$ cat config.mk
export PLATFORM = sky130hd
export DESIGN_NAME = pipe_skid_reg
export DESIGN_NICKNAME = d
export VERILOG_FILES = /design/src/rtl/pipe_pkg.sv /design/src/rtl/pipe_payload_reg.sv /design/src/rtl/pipe_skid_reg.sv
export SDC_FILE = /design/constraint.sdc
export NUM_CORES = 1
export LEC_CHECK = 0
export ABC_CLOCK_PERIOD_IN_PS = 3500
export CORE_UTILIZATION = 55
export DETAILED_ROUTE_END_ITERATION = 6
export PLACE_DENSITY = 0.86
export SYNTH_ARGS = -nofsm -noshare
export SYNTH_HDL_FRONTEND = slang
export SYNTH_SLANG_ARGS = --single-unit
$ cat constraint.sdc
create_clock -name clk -period 3.5 [get_ports clk]
set_input_delay 0.525 -clock clk [delete_from_list [all_inputs] [get_ports clk]]
set_output_delay 0.525 -clock clk [all_outputs]
set_load 0.02 [all_outputs]
$ cat src/rtl/pipe_pkg.sv
`default_nettype none
// ============================================================================
// Module   : pipe_pkg
// Brief    : Shared state encoding and default widths for the skid pipeline reg.
// Revision : 1.0
// ============================================================================
package pipe_pkg;

    localparam int DATA_W_DEF  = 32;
    localparam int REG_W_DEF   = 4;
    localparam int CTRL_W_DEF  = 9;
    localparam int NUM_OPS_DEF = 4;

    typedef enum logic [1:0] {
        EMPTY = 2'd0,
        ONE   = 2'd1,
        FULL  = 2'd2
    } state_t;

endpackage : pipe_pkg
`default_nettype wire

$ cat src/rtl/pipe_payload_reg.sv
`default_nettype none
// ============================================================================
// Module   : pipe_payload_reg
// Brief    : Load-enabled, reset-to-zero register bank for {ops, rd, ctrl}.
// Revision : 1.0
// ============================================================================
module pipe_payload_reg
    import pipe_pkg::*;
#(
    parameter int OPS_W  = NUM_OPS_DEF * DATA_W_DEF,
    parameter int REG_W  = REG_W_DEF,
    parameter int CTRL_W = CTRL_W_DEF
) (
    input  logic              clk,
    input  logic              reset,
    input  logic              load,
    input  logic [OPS_W-1:0]  d_ops,
    input  logic [REG_W-1:0]  d_rd,
    input  logic [CTRL_W-1:0] d_ctrl,
    output logic [OPS_W-1:0]  q_ops,
    output logic [REG_W-1:0]  q_rd,
    output logic [CTRL_W-1:0] q_ctrl
);

    logic [OPS_W-1:0]  r_ops;
    logic [REG_W-1:0]  r_rd;
    logic [CTRL_W-1:0] r_ctrl;

    always_ff @(posedge clk) begin
        if (reset) begin
            r_ops  <= '0;
            r_rd   <= '0;
            r_ctrl <= '0;
        end else if (load) begin
            r_ops  <= d_ops;
            r_rd   <= d_rd;
            r_ctrl <= d_ctrl;
        end
    end

    assign q_ops  = r_ops;
    assign q_rd   = r_rd;
    assign q_ctrl = r_ctrl;

endmodule : pipe_payload_reg
`default_nettype wire

$ cat src/rtl/pipe_skid_reg.sv
`default_nettype none
// ============================================================================
// Module   : pipe_skid_reg
// Brief    : Inter-stage pipeline register with valid/ready, 2-entry skid, flush.
// Revision : 1.0
// ============================================================================
module pipe_skid_reg
    import pipe_pkg::*;
#(
    parameter int DATA_W  = DATA_W_DEF,
    parameter int NUM_OPS = NUM_OPS_DEF,
    parameter int REG_W   = REG_W_DEF,
    parameter int CTRL_W  = CTRL_W_DEF
) (
    input  logic                      clk,
    input  logic                      reset,
    input  logic                      flush,
    input  logic                      in_valid,
    output logic                      in_ready,
    input  logic [NUM_OPS*DATA_W-1:0] in_ops,
    input  logic [REG_W-1:0]          in_rd,
    input  logic [CTRL_W-1:0]         in_ctrl,
    output logic                      out_valid,
    input  logic                      out_ready,
    output logic [NUM_OPS*DATA_W-1:0] out_ops,
    output logic [REG_W-1:0]          out_rd,
    output logic [CTRL_W-1:0]         out_ctrl,
    output logic [1:0]                occupancy
);

    localparam int OPS_W = NUM_OPS * DATA_W;

    state_t            r_state;
    state_t            w_state_nxt;
    logic              w_accept;
    logic              w_consume;
    logic              w_main_load;
    logic              w_main_from_skid;
    logic              w_skid_load;

    logic [OPS_W-1:0]  w_main_ops,  w_skid_ops,  w_main_d_ops;
    logic [REG_W-1:0]  w_main_rd,   w_skid_rd,   w_main_d_rd;
    logic [CTRL_W-1:0] w_main_ctrl, w_skid_ctrl, w_main_d_ctrl;

    // Handshake flags come from registered state only, so no ready path exists.
    assign in_ready  = (r_state != FULL);
    assign out_valid = (r_state != EMPTY);
    assign occupancy = r_state;
    assign w_accept  = in_valid & in_ready;
    assign w_consume = out_valid & out_ready;

    always_ff @(posedge clk) begin
        if (reset) begin
            r_state <= EMPTY;
        end else begin
            r_state <= w_state_nxt;
        end
    end

    always_comb begin
        w_state_nxt      = r_state;
        w_main_load      = 1'b0;
        w_main_from_skid = 1'b0;
        w_skid_load      = 1'b0;
        if (flush) begin
            // Squash leaves payload as-is; the ctrl mask hides it downstream.
            w_state_nxt = EMPTY;
        end else begin
            case (r_state)
                EMPTY: begin
                    if (w_accept) begin
                        w_main_load = 1'b1;
                        w_state_nxt = ONE;
                    end
                end
                ONE: begin
                    if (w_accept && w_consume) begin
                        w_main_load = 1'b1;
                    end else if (w_accept) begin
                        w_skid_load = 1'b1;
                        w_state_nxt = FULL;
                    end else if (w_consume) begin
                        w_state_nxt = EMPTY;
                    end
                end
                FULL: begin
                    if (w_consume) begin
                        w_main_load      = 1'b1;
                        w_main_from_skid = 1'b1;
                        w_state_nxt      = ONE;
                    end
                end
                default: w_state_nxt = EMPTY;
            endcase
        end
    end

    assign w_main_d_ops  = w_main_from_skid ? w_skid_ops  : in_ops;
    assign w_main_d_rd   = w_main_from_skid ? w_skid_rd   : in_rd;
    assign w_main_d_ctrl = w_main_from_skid ? w_skid_ctrl : in_ctrl;

    pipe_payload_reg #(
        .OPS_W  (OPS_W),
        .REG_W  (REG_W),
        .CTRL_W (CTRL_W)
    ) u_main (
        .clk    (clk),
        .reset  (reset),
        .load   (w_main_load),
        .d_ops  (w_main_d_ops),
        .d_rd   (w_main_d_rd),
        .d_ctrl (w_main_d_ctrl),
        .q_ops  (w_main_ops),
        .q_rd   (w_main_rd),
        .q_ctrl (w_main_ctrl)
    );

    pipe_payload_reg #(
        .OPS_W  (OPS_W),
        .REG_W  (REG_W),
        .CTRL_W (CTRL_W)
    ) u_skid (
        .clk    (clk),
        .reset  (reset),
        .load   (w_skid_load),
        .d_ops  (in_ops),
        .d_rd   (in_rd),
        .d_ctrl (in_ctrl),
        .q_ops  (w_skid_ops),
        .q_rd   (w_skid_rd),
        .q_ctrl (w_skid_ctrl)
    );

    assign out_ops  = w_main_ops;
    assign out_rd   = w_main_rd;
    assign out_ctrl = w_main_ctrl & {CTRL_W{out_valid}};

endmodule : pipe_skid_reg
`default_nettype wire

======== After elaboration in Yosys (flattened, before gate mapping) ========
Cells that the tools add are included.
word-level totals
  register bits ........................... 284
  bits of input ports ..................... 146
  output and inout port bits .............. 145
cells by class
  eq/ne operators ......................... 7
  bitwise logic cells ..................... 3
  mux-type cells .......................... 19
  reductions and logical operators ........ 5
operators by type and width
  kind                count
  $mux 128            1
  $mux 2              5
  $and 9x9->9         1
  $mux 1              9
  $mux 9              1
  $ne 2x2->1 const B  4
  $pmux 2 s3          1
  $mux 4              1
  $reduce_and 4->1    1
  $ne 3x3->1 const B  1
  $pmux 1 s3          1
  $and 1x1->1         2
  $eq 2x1->1 const B  1
  $eq 2x2->1 const B  1
  $logic_not 2->1     1
  $reduce_bool 2->1   1
  $reduce_or 2->1     1
  $logic_and 1x1->1   1

======== Longest topological paths before layout ========
Gate-level depths: netlist of run 1.
  word-level depth ........................ 6
  gate-level depth with buffers ........... 8
  mapped depth without buffers ............ 3

======== Modules after synthesis ========
A second synthesis of run 1 with hierarchy kept.
unflattened totals
  cell total of the unflattened synthesis .. 1091
  area, all modules ....................... 11955.2 µm²
modules (own cells, without submodules)
  module            cells an instance  seq. area each (µm²)  instances  area an instance (µm²)
  pipe_payload_reg  455                2822.7                2          5021.1
  pipe_skid_reg     181                40.0                  1          1913.1

======== Worst setup path after synthesis of run 1 ========
Ideal clock, no wire load.
  path type ............................... input-to-reg
  start ................................... input port flush
  end ..................................... register u_main.r_ops[100] (netlist: u_main.q_ops[100])
  required time ........................... 3.409 ns
  path buffers ............................ 4
  setup time .............................. 0.091 ns
  slack ................................... 1.746 ns
  arrival time ............................ 1.663 ns
  cell stages on the path ................. 7
  cells stage by stage .................... buf_2 -> buf_6 -> nor2_4 -> buf_6 -> clkbuf_1 -> a311oi_1 -> a311oi_1
on the way
  word-level cells in the longest chain between the ends .. 2
  elaborated cells on any way between the ends .. 3
ends and longest elaborated chain
  what                  RTL line                RTL
  from (decl)           pipe_skid_reg.sv:17     input logic flush,
  $mux 1                pipe_skid_reg.sv:65     if (flush) begin
  $mux 128              pipe_skid_reg.sv:98     assign w_main_d_ops = w_main_from_skid ? w_skid_ops : in_ops;
  to (signal assigned)  pipe_payload_reg.sv:35  r_ops <= d_ops;
  to (decl)             pipe_payload_reg.sv:25  logic [OPS_W-1:0] r_ops;
Several ways; a longest one is shown, not always the timed one.
A chain may end at the register's enable or synchronous reset.

======== Worst setup path in the final report of run 1 ========
  start ................................... register r_state[1] (netlist: occupancy[1])
  end ..................................... output port out_ctrl[3]
on the way
  word-level cells in the longest chain between the ends .. 2
ends and longest elaborated chain
  what                    RTL line              RTL
  from (decl)             pipe_skid_reg.sv:33   state_t r_state;
  from (signal assigned)  pipe_skid_reg.sv:56   r_state <= w_state_nxt;
  $reduce_bool 2->1       pipe_skid_reg.sv:47   assign out_valid = (r_state != EMPTY);
  $and 9x9->9             pipe_skid_reg.sv:136  assign out_ctrl = w_main_ctrl & {CTRL_W{out_valid}};
  to (decl)               pipe_skid_reg.sv:27   output logic [CTRL_W-1:0] out_ctrl,
Every way passes these cells.

==> flow_summary.toml, run 1 <==
[sta]
clock.fmax_mhz = 345.6
rsz0062_at_grt = "false"
finalCritPeriodShare_pct = 82.67
maxSlewViolCount = 0
fin_ws_ns = 0.6067
slew-limit-headroom_pct = 44.00
finalSetupViolCount = 0
tightest_slew_ns = 0.8401
finalHoldViolCount = 0
min_period_ns = 2.893
tns_ns = 0
skew_ns = 0.02063

[clock_network]
cts-root-buf = "clkbuf_16"
post_cts_buffers = 0
clkTransAtPathRegs_ns = 0.06
htreeDepth = 1
clock_path_buffers = 3
numCtsBuffers = 30
cts_tree = "built"
post_cts_resized = 0
hold_buffers = 0
insertion_delay_ns = 0.54
clock-sinks = 284

[logic_synthesis]
synth_common_cells = "dfxtp_1 (284), a311oi_1 (282), a21oi_1 (142), mux2i_1 (142)"
synth.area.top_cells = "dfxtp_1 (44%), a311oi_1 (19%), mux2i_1 (11%)"
yosysTopAreaCellShare_pct = 43.98
syn_inst = 1367
synth_flop_cell = "dfxtp_1"
synth_warnings = 0
yosysTopAreaCell = "dfxtp_1"
synth_edf_count = 0
async_reset_ff_share_pct = 0
yosys_register_bits = 284
syn_nets = 1513
synth_area_per_cell_um2 = 9.457
synth.distinct_cells = 28
synth_seq_area_share_pct = 43.98
yosysMostFrequentCell = "dfxtp_1"
synth_area_um2 = 12930

[power_and_ir_drop]
p_leak_nw = 5.026
irDropWorstVdd_v = 0.0003060
pwr_density_cell_nw_per_um2 = 472.7

[floorplan]
die_area_um2 = 24120
initial_core_util_pct = 56.58
die_h_um = 155.3
die_x_um = 155.3
core-area_um2 = 22850
num_io_pins = 291
num_rows = 55

[routing]
vias_per_cell = 6.681
drt_iter0_markers = 1172
drc_errors = 0
wl_per_cell_um = 20.62
wl_um = 38000
dr_total_vias = 12310
dr.pass1.iters = 5
ant_nets = 0

[global_route]
grt_max_degree = 142
track_usage_pct = 29.95
grt_pass1_vias = 11600
grt_overflow = 0
grt_pass1_wl_um = 59980
antenna_found_initial = 2

[setup_path]
crit_type = "reg -> out"
arrival_ns = 2.37
cp-end-kind = "output pin"
required_ns = 2.97
start_kind = "flop"
path_max_fanout = 11

[place]
gp_congestion = 0.7729
dpl.hpwl_um = 21170
place_ws_ns = 0.4326
portBuffers = 290

[cells_and_area]
drive_gt1_share_pct = 5.628
area_growth_syn_to_layout_pct = 29.06
final_nets = 1653

[run]
maxCapViolCount = 0

[run_status]
outcome = "completed"

[worst_hold_path]
hp-class = "reg -> reg"
-- flip-flops by register name (all words and copies together), names as in the netlist --
| name | cells |
|---|---|
| u_skid.q_ops | 128 |
| u_skid.q_rd | 4 |
| occupancy | 2 |
| u_main.q_ops | 128 |
| u_skid.q_ctrl | 9 |
| u_main.q_ctrl | 9 |
| u_main.q_rd | 4 |
-- stage by stage --
| stage | utilization, % | cells | area, µm² | total power, mW | hold WS, ns |
|---|---|---|---|---|---|
| after floorplan | - | 1367 | 12930 | 4.102 | 0.4535 |
| after global placement | 68.44 | 1788 | 15640 | 4.632 | 0.4588 |
| after detailed placement | 68.44 | 1788 | 15640 | 4.653 | 0.4659 |
| after CTS | 73.00 | 1841 | 16680 | 7.912 | 0.4740 |
| after global routing | 73.02 | 1843 | 16680 | 8.133 | 0.4916 |
| final | 73.02 | 1843 | 16680 | 7.886 | 0.4744 |
-- routing by layer --
layer / track usage (%) / routed length, µm / share of wire [%] / vias up
li1: - / - / - / 5666
met1: 38.42 / 15280 / 40 / 5950
met2: 48.69 / 18170 / 48 / 596
met3: 5.543 / 2916 / 7.7 / 101
met4: 14.38 / 1623 / 4.3 / 0
met5: 0 / 0 / 0 / -
-- worst paths after layout --
kind / slack (ns) / startpoint / cells past startpoint / endpoint
worst max-delay path: 0.61 / occupancy[1] / 3 / out_ctrl[3]
worst min register to register: 0.47 / u_skid.q_ops[124] / 2 / u_skid.q_ops[124]
worst max register to register: 0.90 / occupancy[1] / 5 / u_skid.q_ops[45]
worst min-delay path: 0.47 / u_skid.q_ops[124] / 2 / u_skid.q_ops[124]
-- layout make-up --
type / instances / area [µm²]
multi-input cells: 874 / 6243
fillers: 1656 / 6163
flip-flops and latches: 284 / 5685
repair buffers: 315 / 3302
clock buffers: 46 / 952.2
well taps: 313 / 391.6
clock inverters: 7 / 88.84
inverters: 2 / 15.01
diodes: 2 / 5.005
-- cells by family after synthesis --
logic type      after synthesis  synth area share (%)
compound gates              568                 30.26
buf+inv                     209                 8.062
flops                       284                 43.98
mux                         142                 10.99
simple gates                164                 6.707
-- critical path, stage by stage (launching register included) --
cell and delay [ns]:
dfxtp_1 0.64, nor2_1 0.29, nor2b_1 0.25, clkdlybuf4s50_1 0.64
-- layout by cell type (no fill, tap or decap), types with 2 or more instances in the layout --
master           synthesis  layout
nor2b_1                 11      11
dfxtp_1                284     284
mux2i_1                142     142
clkbuf_8                 3      13
buf_12                   1      17
o21ai_0                141     141
nand3_1                141     141
buf_4                    3      10
clkinv_2                 0       4
clkbuf_1               120       3
a21oi_1                142     142
a311oi_1               282     282
bufinv_16                0       2
nor2_1                   3       3
clkbuf_16                0      31
clkdlybuf4s50_1          0     287
diode_2                  0       2
nand2_1                  2       2
-- where the power goes --
group | total [mW] | internal (mW) | switching, mW
Clock | 3.29 | 2.00 | 1.28
Sequential | 3.45 | 3.37 | 0.0794
Combinational | 1.15 | 0.525 | 0.629
Power figures use the tool's default switching activity.
==> run 2, diff against run 1 <==
ABC_CLOCK_PERIOD_IN_PS = 2400   (was 3500)
CORE_UTILIZATION = 46   (was 55)
PLACE_DENSITY = 0.77   (was 0.86)
clock period = 2.4 ns   (was 3.5 ns; I/O delays follow)
==> run 2 against run 1 <==
The flow now finishes with violations (DRC); setup slack got worse by 0.48 ns; sequential share of layout area decreased by 0.26 points; combinational power increased by 51%; critical path depth unchanged; register-to-register slack got worse by 0.34 ns; non-clock buffer count increased by 16; wire length increased by 6.2%; cell area increased by 0.77%; highest routed layer unchanged.
==> flow_summary.toml, run 2 (synthesized netlist as in run 1, its figures left out) <==
[setup_path]
reg2reg_to = "u_skid.q_rd[0]"
worstPathCellList = "nor2_2, nor2b_1, clkdlybuf4s50_1"
crit_type = "reg -> out"
rr_startpoint = "occupancy[0]"
cp-end-kind = "output pin"
path_max_fanout = 10
required_ns = 2.04
crit_family = "buffers and inverters"
crit_slowest_cell = "clkdlybuf4s50_1"
start_kind = "flop"
critPathMaxStageDelay_ns = 0.57
r2r_slack_ns = 0.56
rr_worst_depth = 6
crit_buf_inv = 1
arrival_ns = 1.91

[cells_and_area]
regArea_um2 = 5685
multi_input_area_um2 = 6246
area_growth_syn_to_layout_pct = 30.05
final_common_cell = "clkdlybuf4s50_1"
final_nets = 1669
layout_common_cells = "clkdlybuf4s50_1 (287), dfxtp_1 (284), a311oi_1 (282)"
fillers = 2374
drive_gt1_share_pct = 5.783

[floorplan]
initial_core_util_pct = 46.66
num_rows = 61
core-area_um2 = 27710
num_io_pins = 291
die_x_um = 169.6
die_area_um2 = 28780
die_h_um = 169.6

[clock_network]
hold_buffers = 0
insertion_delay_ns = 0.55
post_cts_buffers = 0
htreeDepth = 1
post_cts_resized = 1
clock_path_buffers = 3
clock-sinks = 284
numCtsBuffers = 30
cts_tree = "built"
clkTransAtPathRegs_ns = 0.06
cts-root-buf = "clkbuf_16"

[routing]
drc_errors = 15
drt_iter0_markers = 1370
ant_nets = 0
dr.pass1.iters = 7
wl_per_cell_um = 21.01
vias_per_cell = 6.510
wl_um = 40330
dr_total_vias = 12500

[global_route]
grt_overflow = 0
antenna_found_initial = 3
grt_pass1_wl_um = 62890
grt_max_degree = 100
track_usage_pct = 26.46
grt_pass1_vias = 11680

[sta]
tightest_slew_ns = 0.8503
skew_ns = 0.01440
rsz0062_at_grt = "false"
finalCritPeriodShare_pct = 94.57
maxSlewViolCount = 0
finalSetupViolCount = 0
clock.fmax_mhz = 440.6
min_period_ns = 2.270
finalHoldViolCount = 0
slew-limit-headroom_pct = 43.31
tns_ns = 0
holdWs_ns = 0.2801

[power_and_ir_drop]
pwr_density_cell_nw_per_um2 = 660.3
p_leak_nw = 5.049
irDropWorstVdd_v = 0.0004845

[run_status]
outcome = "finished with violations"
violations = "DRC"

[run]
maxCapViolCount = 0

[worst_hold_path]
hold-path-cell-count = 4
hp-start = "in_valid"
min_to = "occupancy[0]"
hp-class = "in -> reg"

[place]
dpl.hpwl_um = 23140
gp_congestion = 0.7914
portBuffers = 290
-- run 2: cell count changes in the layout (fill, tap and decap cells not counted), moves of 2 or more --
cell | before | now
clkbuf_8 | 13 | 3
clkinv_2 | 4 | 2
buf_12 | 17 | 23
buf_4 | 10 | 20
clkbuf_1 | 3 | 12
-- run 2: final cells by class --
class / instances / share of cell area, %
clock inverters: 3 / 0.2381
clock buffers: 45 / 5.046
multi-input cells: 874 / 37.15
well taps: 378 / 2.813
repair buffers: 331 / 20.80
flip-flops and latches: 284 / 33.82
inverters: 2 / 0.08931
diodes: 3 / 0.04465
-- run 2: through the flow --
| stage | power [mW] | cell area (µm²) | setup WS, ns | util (%) | std cells |
|---|---|---|---|---|---|
| floorplan | 5.982 | 12930 | 0.7184 | - | 1367 |
| global placement | 6.814 | 15910 | 0.1874 | 57.44 | 1869 |
| detailed placement | 6.843 | 15910 | 0.1165 | 57.44 | 1869 |
| CTS | 11.14 | 16800 | 0.1061 | 60.66 | 1917 |
| global route | 11.48 | 16810 | 0.002417 | 60.68 | 1920 |
| finish | 11.10 | 16810 | 0.1304 | 60.68 | 1920 |
-- run 2: report_power, final --
group / leakage (nW) / total, mW / internal (mW) / switching, mW
combinational: 2.30 / 1.74 / 0.793 / 0.943
clock: 0.433 / 4.33 / 2.51 / 1.83
sequential: 2.32 / 5.03 / 4.91 / 0.122
-- run 2: layer usage --
layer	GRT usage [%]	part of all wire [%]	vias up
li1	-	-	5710
met5	0	0	-
met2	41.84	47	559
met1	34.64	42	6121
met3	4.804	7.2	109
met4	13.04	4.5	0
-- run 2: worst reg2reg max path, stage by stage (launching register included) --
cell and delay [ns]:
dfxtp_1 0.45, buf_4 0.22, nor4bb_4 0.29, buf_4 0.19, buf_4 0.32, nand3_1 0.14, a21oi_1 0.14
-- run 2: how the worst max path moves through the flow --
stage               cells past startpoint          from           endpoint  slack (ns)
floorplan                               7  occupancy[1]  u_main.q_ops[100]        0.72
global placement                        5     out_ready   u_main.q_ops[80]        0.19
detailed placement                      5     out_ready   u_main.q_ops[80]        0.12
CTS                                     3  occupancy[1]        out_ctrl[8]        0.11
global route                            3  occupancy[1]        out_ctrl[8]       0.002
finish                                  3  occupancy[1]        out_ctrl[8]        0.13
==> run 3, diff against run 2 <==
CORE_UTILIZATION = 40   (was 46)
GPL_ROUTABILITY_DRIVEN = 1   (was default)
PLACE_DENSITY = 0.69   (was 0.77)
SYNTH_HIERARCHICAL = 1   (was default)
==> run 3 against run 2 <==
The flow now finishes without violations; via count shrank 32%; combinational power fell by 20%; final cell count is 6.9% lower; sequential share of layout area rose by 0.95 points; wire length shrank 30%; clock power rose by 9.5%; global-route usage down 8.4 points; critical path depth unchanged.
==> flow_summary.toml, run 3 <==
[clock_network]
htreeDepth = 1
insertion_delay_ns = 0.54
post_cts_buffers = 0
numCtsBuffers = 31
cts_tree = "built"
clock_path_buffers = 3
clock-sinks = 284
cts-root-buf = "clkbuf_16"
hold_buffers = 0
clkTransAtPathRegs_ns = 0.06

[run_status]
outcome = "completed"

[setup_path]
critPathMaxStageDelay_ns = 0.63
cp-end-kind = "output pin"
required_ns = 2.04
arrival_ns = 1.92
r2r_slack_ns = 0.39
crit_family = "buffers and inverters"
crit_buf_inv = 1
worstPathCellList = "nor2_4, nor2b_1, clkdlybuf4s50_1"
path_max_fanout = 10
start_kind = "flop"
crit_type = "reg -> out"
crit_slowest_cell = "clkdlybuf4s50_1"

[global_route]
top_usage_layer = "met2"
track_usage_pct = 18.07
grtUsageMet1_pct = 24.26
grt_pass1_wl_um = 45220
met3_usage_pct = 4.025
grt.met2_usage_pct = 29.46
grt_pass1_vias = 8476
antenna_found_initial = 0
grt_max_degree = 90
grt_overflow = 0

[floorplan]
die_h_um = 174.9
core-area_um2 = 29090
die_x_um = 174.9
num_rows = 62
num_io_pins = 291
die_area_um2 = 30580
initial_core_util_pct = 41.10

[logic_synthesis]
yosysMostFrequentCell = "dfxtp_1"
yosys_register_bits = 284
synth_flop_cell = "dfxtp_1"
syn_nets = 1237
synth_common_cells = "dfxtp_1 (284), nor2_1 (283), mux2i_1 (282), mux2_1 (90), mux2_2 (51)"
synth.area.top_cells = "dfxtp_1 (48%), mux2i_1 (24%), nor2_1 (8.9%)"
synth_seq_area_share_pct = 47.56
synth_warnings = 6
synth_edf_count = 0
syn_inst = 1091
yosysTopAreaCellShare_pct = 47.56
synth_area_per_cell_um2 = 10.96
synth.distinct_cells = 23
synth_area_um2 = 11960
yosysTopAreaCell = "dfxtp_1"
async_reset_ff_share_pct = 0

[sta]
finalSetupViolCount = 0
fin_ws_ns = 0.1166
maxSlewViolCount = 0
slew-limit-headroom_pct = 58.13
finalCritPeriodShare_pct = 95.14
skew_ns = 0.006032
min_period_ns = 2.283
clock.fmax_mhz = 437.9
tns_ns = 0
tightest_slew_ns = 0.6280
rsz0062_at_grt = "false"
finalHoldViolCount = 0

[cells_and_area]
final_nets = 1525
final_common_cell = "clkdlybuf4s50_1"
drive_gt1_share_pct = 10.98
area_growth_syn_to_layout_pct = 36.81
layout_common_cells = "clkdlybuf4s50_1 (286), dfxtp_1 (283), mux2i_1 (282), nor2_1 (282), mux2_1 (90)"
n_antenna_cell = 0

[place]
dpl.hpwl_um = 19060
portBuffers = 290
place_ws_ns = 0.05958
gp_congestion = 0.7404

[power_and_ir_drop]
p_leak_nw = 6.067
pwr_density_cell_nw_per_um2 = 678.8
irDropWorstVdd_v = 0.0004861

[routing]
vias_per_cell = 4.779
drt_iter0_markers = 433
dr.pass1.iters = 4
wl_per_cell_um = 15.80
wl_um = 28240
ant_nets = 0
dr_total_vias = 8540
drc_errors = 0

[run]
maxCapViolCount = 0

[worst_hold_path]
hp-class = "in -> reg"
-- run 3: changes by cell type after synthesis, sizes merged, moves of 29 or more --
cell    change
a21oi     -141
a311oi    -281
buf        -29
clkbuf     -99
mux2      +141
mux2i     +140
nand3     -141
nor2      +279
o21ai     -141
-- run 3: worst reg2reg max path: stages (launching register included) --
cell	delay, ns
dfxtp_1	0.36
nand2b_1	0.24
nor3b_4	0.26
buf_12	0.25
buf_12	0.23
mux2_1	0.35
mux2i_1	0.15
nor2_1	0.05
-- run 3: metrics by stage --
step           util (%)  hold WS, ns  power (mW)  instance area (µm²)  std cells
3_3_place_gp      52.61       0.4646       6.457                15300       1730
3_5_place_dp      52.61       0.4776       6.470                15300       1730
2_1_floorplan         -       0.4321       5.792                11960       1091
4_1_cts           56.19       0.3851       11.25                16350       1787
5_1_grt           56.22       0.4269       11.53                16360       1787
6_report          56.22       0.3968       11.10                16360       1787
-- run 3: report_power, final --
| part | switching [mW] | internal (mW) | total, mW |
|---|---|---|---|
| registers | 0.0942 | 4.88 | 4.97 |
| logic | 0.636 | 0.754 | 1.39 |
| clock network | 1.89 | 2.85 | 4.74 |
| total | 2.62 | 8.49 | 11.1 |
-- run 3: cell type report --
| type | instances | area (µm²) |
|---|---|---|
| fillers | 2548 | 12730 |
| flip-flops and latches | 284 | 5687 |
| multi-input cells | 727 | 5643 |
| repair buffers | 334 | 3507 |
| clock buffers | 45 | 918.4 |
| well taps | 384 | 480.5 |
| clock inverters | 12 | 116.4 |
| inverters | 1 | 3.754 |
-- run 3: final timing paths --
path                                        from                 to  cells past startpoint
worst max-delay path                occupancy[0]        out_ctrl[2]                      3
worst min-delay path                       reset   u_main/q_ops[19]                      2
worst max register to register      occupancy[0]  u_main/q_ops[102]                      7
worst min register to register  u_main/q_ctrl[7]   u_main/q_ctrl[7]                      2
-- run 3: cell families after synthesis --
logic type      synth area share, %
mux                           36.89
simple gates                  9.806
flops                         47.56
buf+inv                       5.495
compound gates               0.2512
-- run 3: routing by layer --
metal / share of wire (%) / routed length (µm)
met5: 0 / 0
met4: 1.9 / 524
met3: 5.8 / 1627
met2: 46 / 12940
met1: 47 / 13150
-- run 3: what timing repair did --
item	4_1_cts	5_1_grt
pin swaps	0	0
endpoints found under the setup margin	10	6
gates resized for setup	2	4
gates cloned	0	0
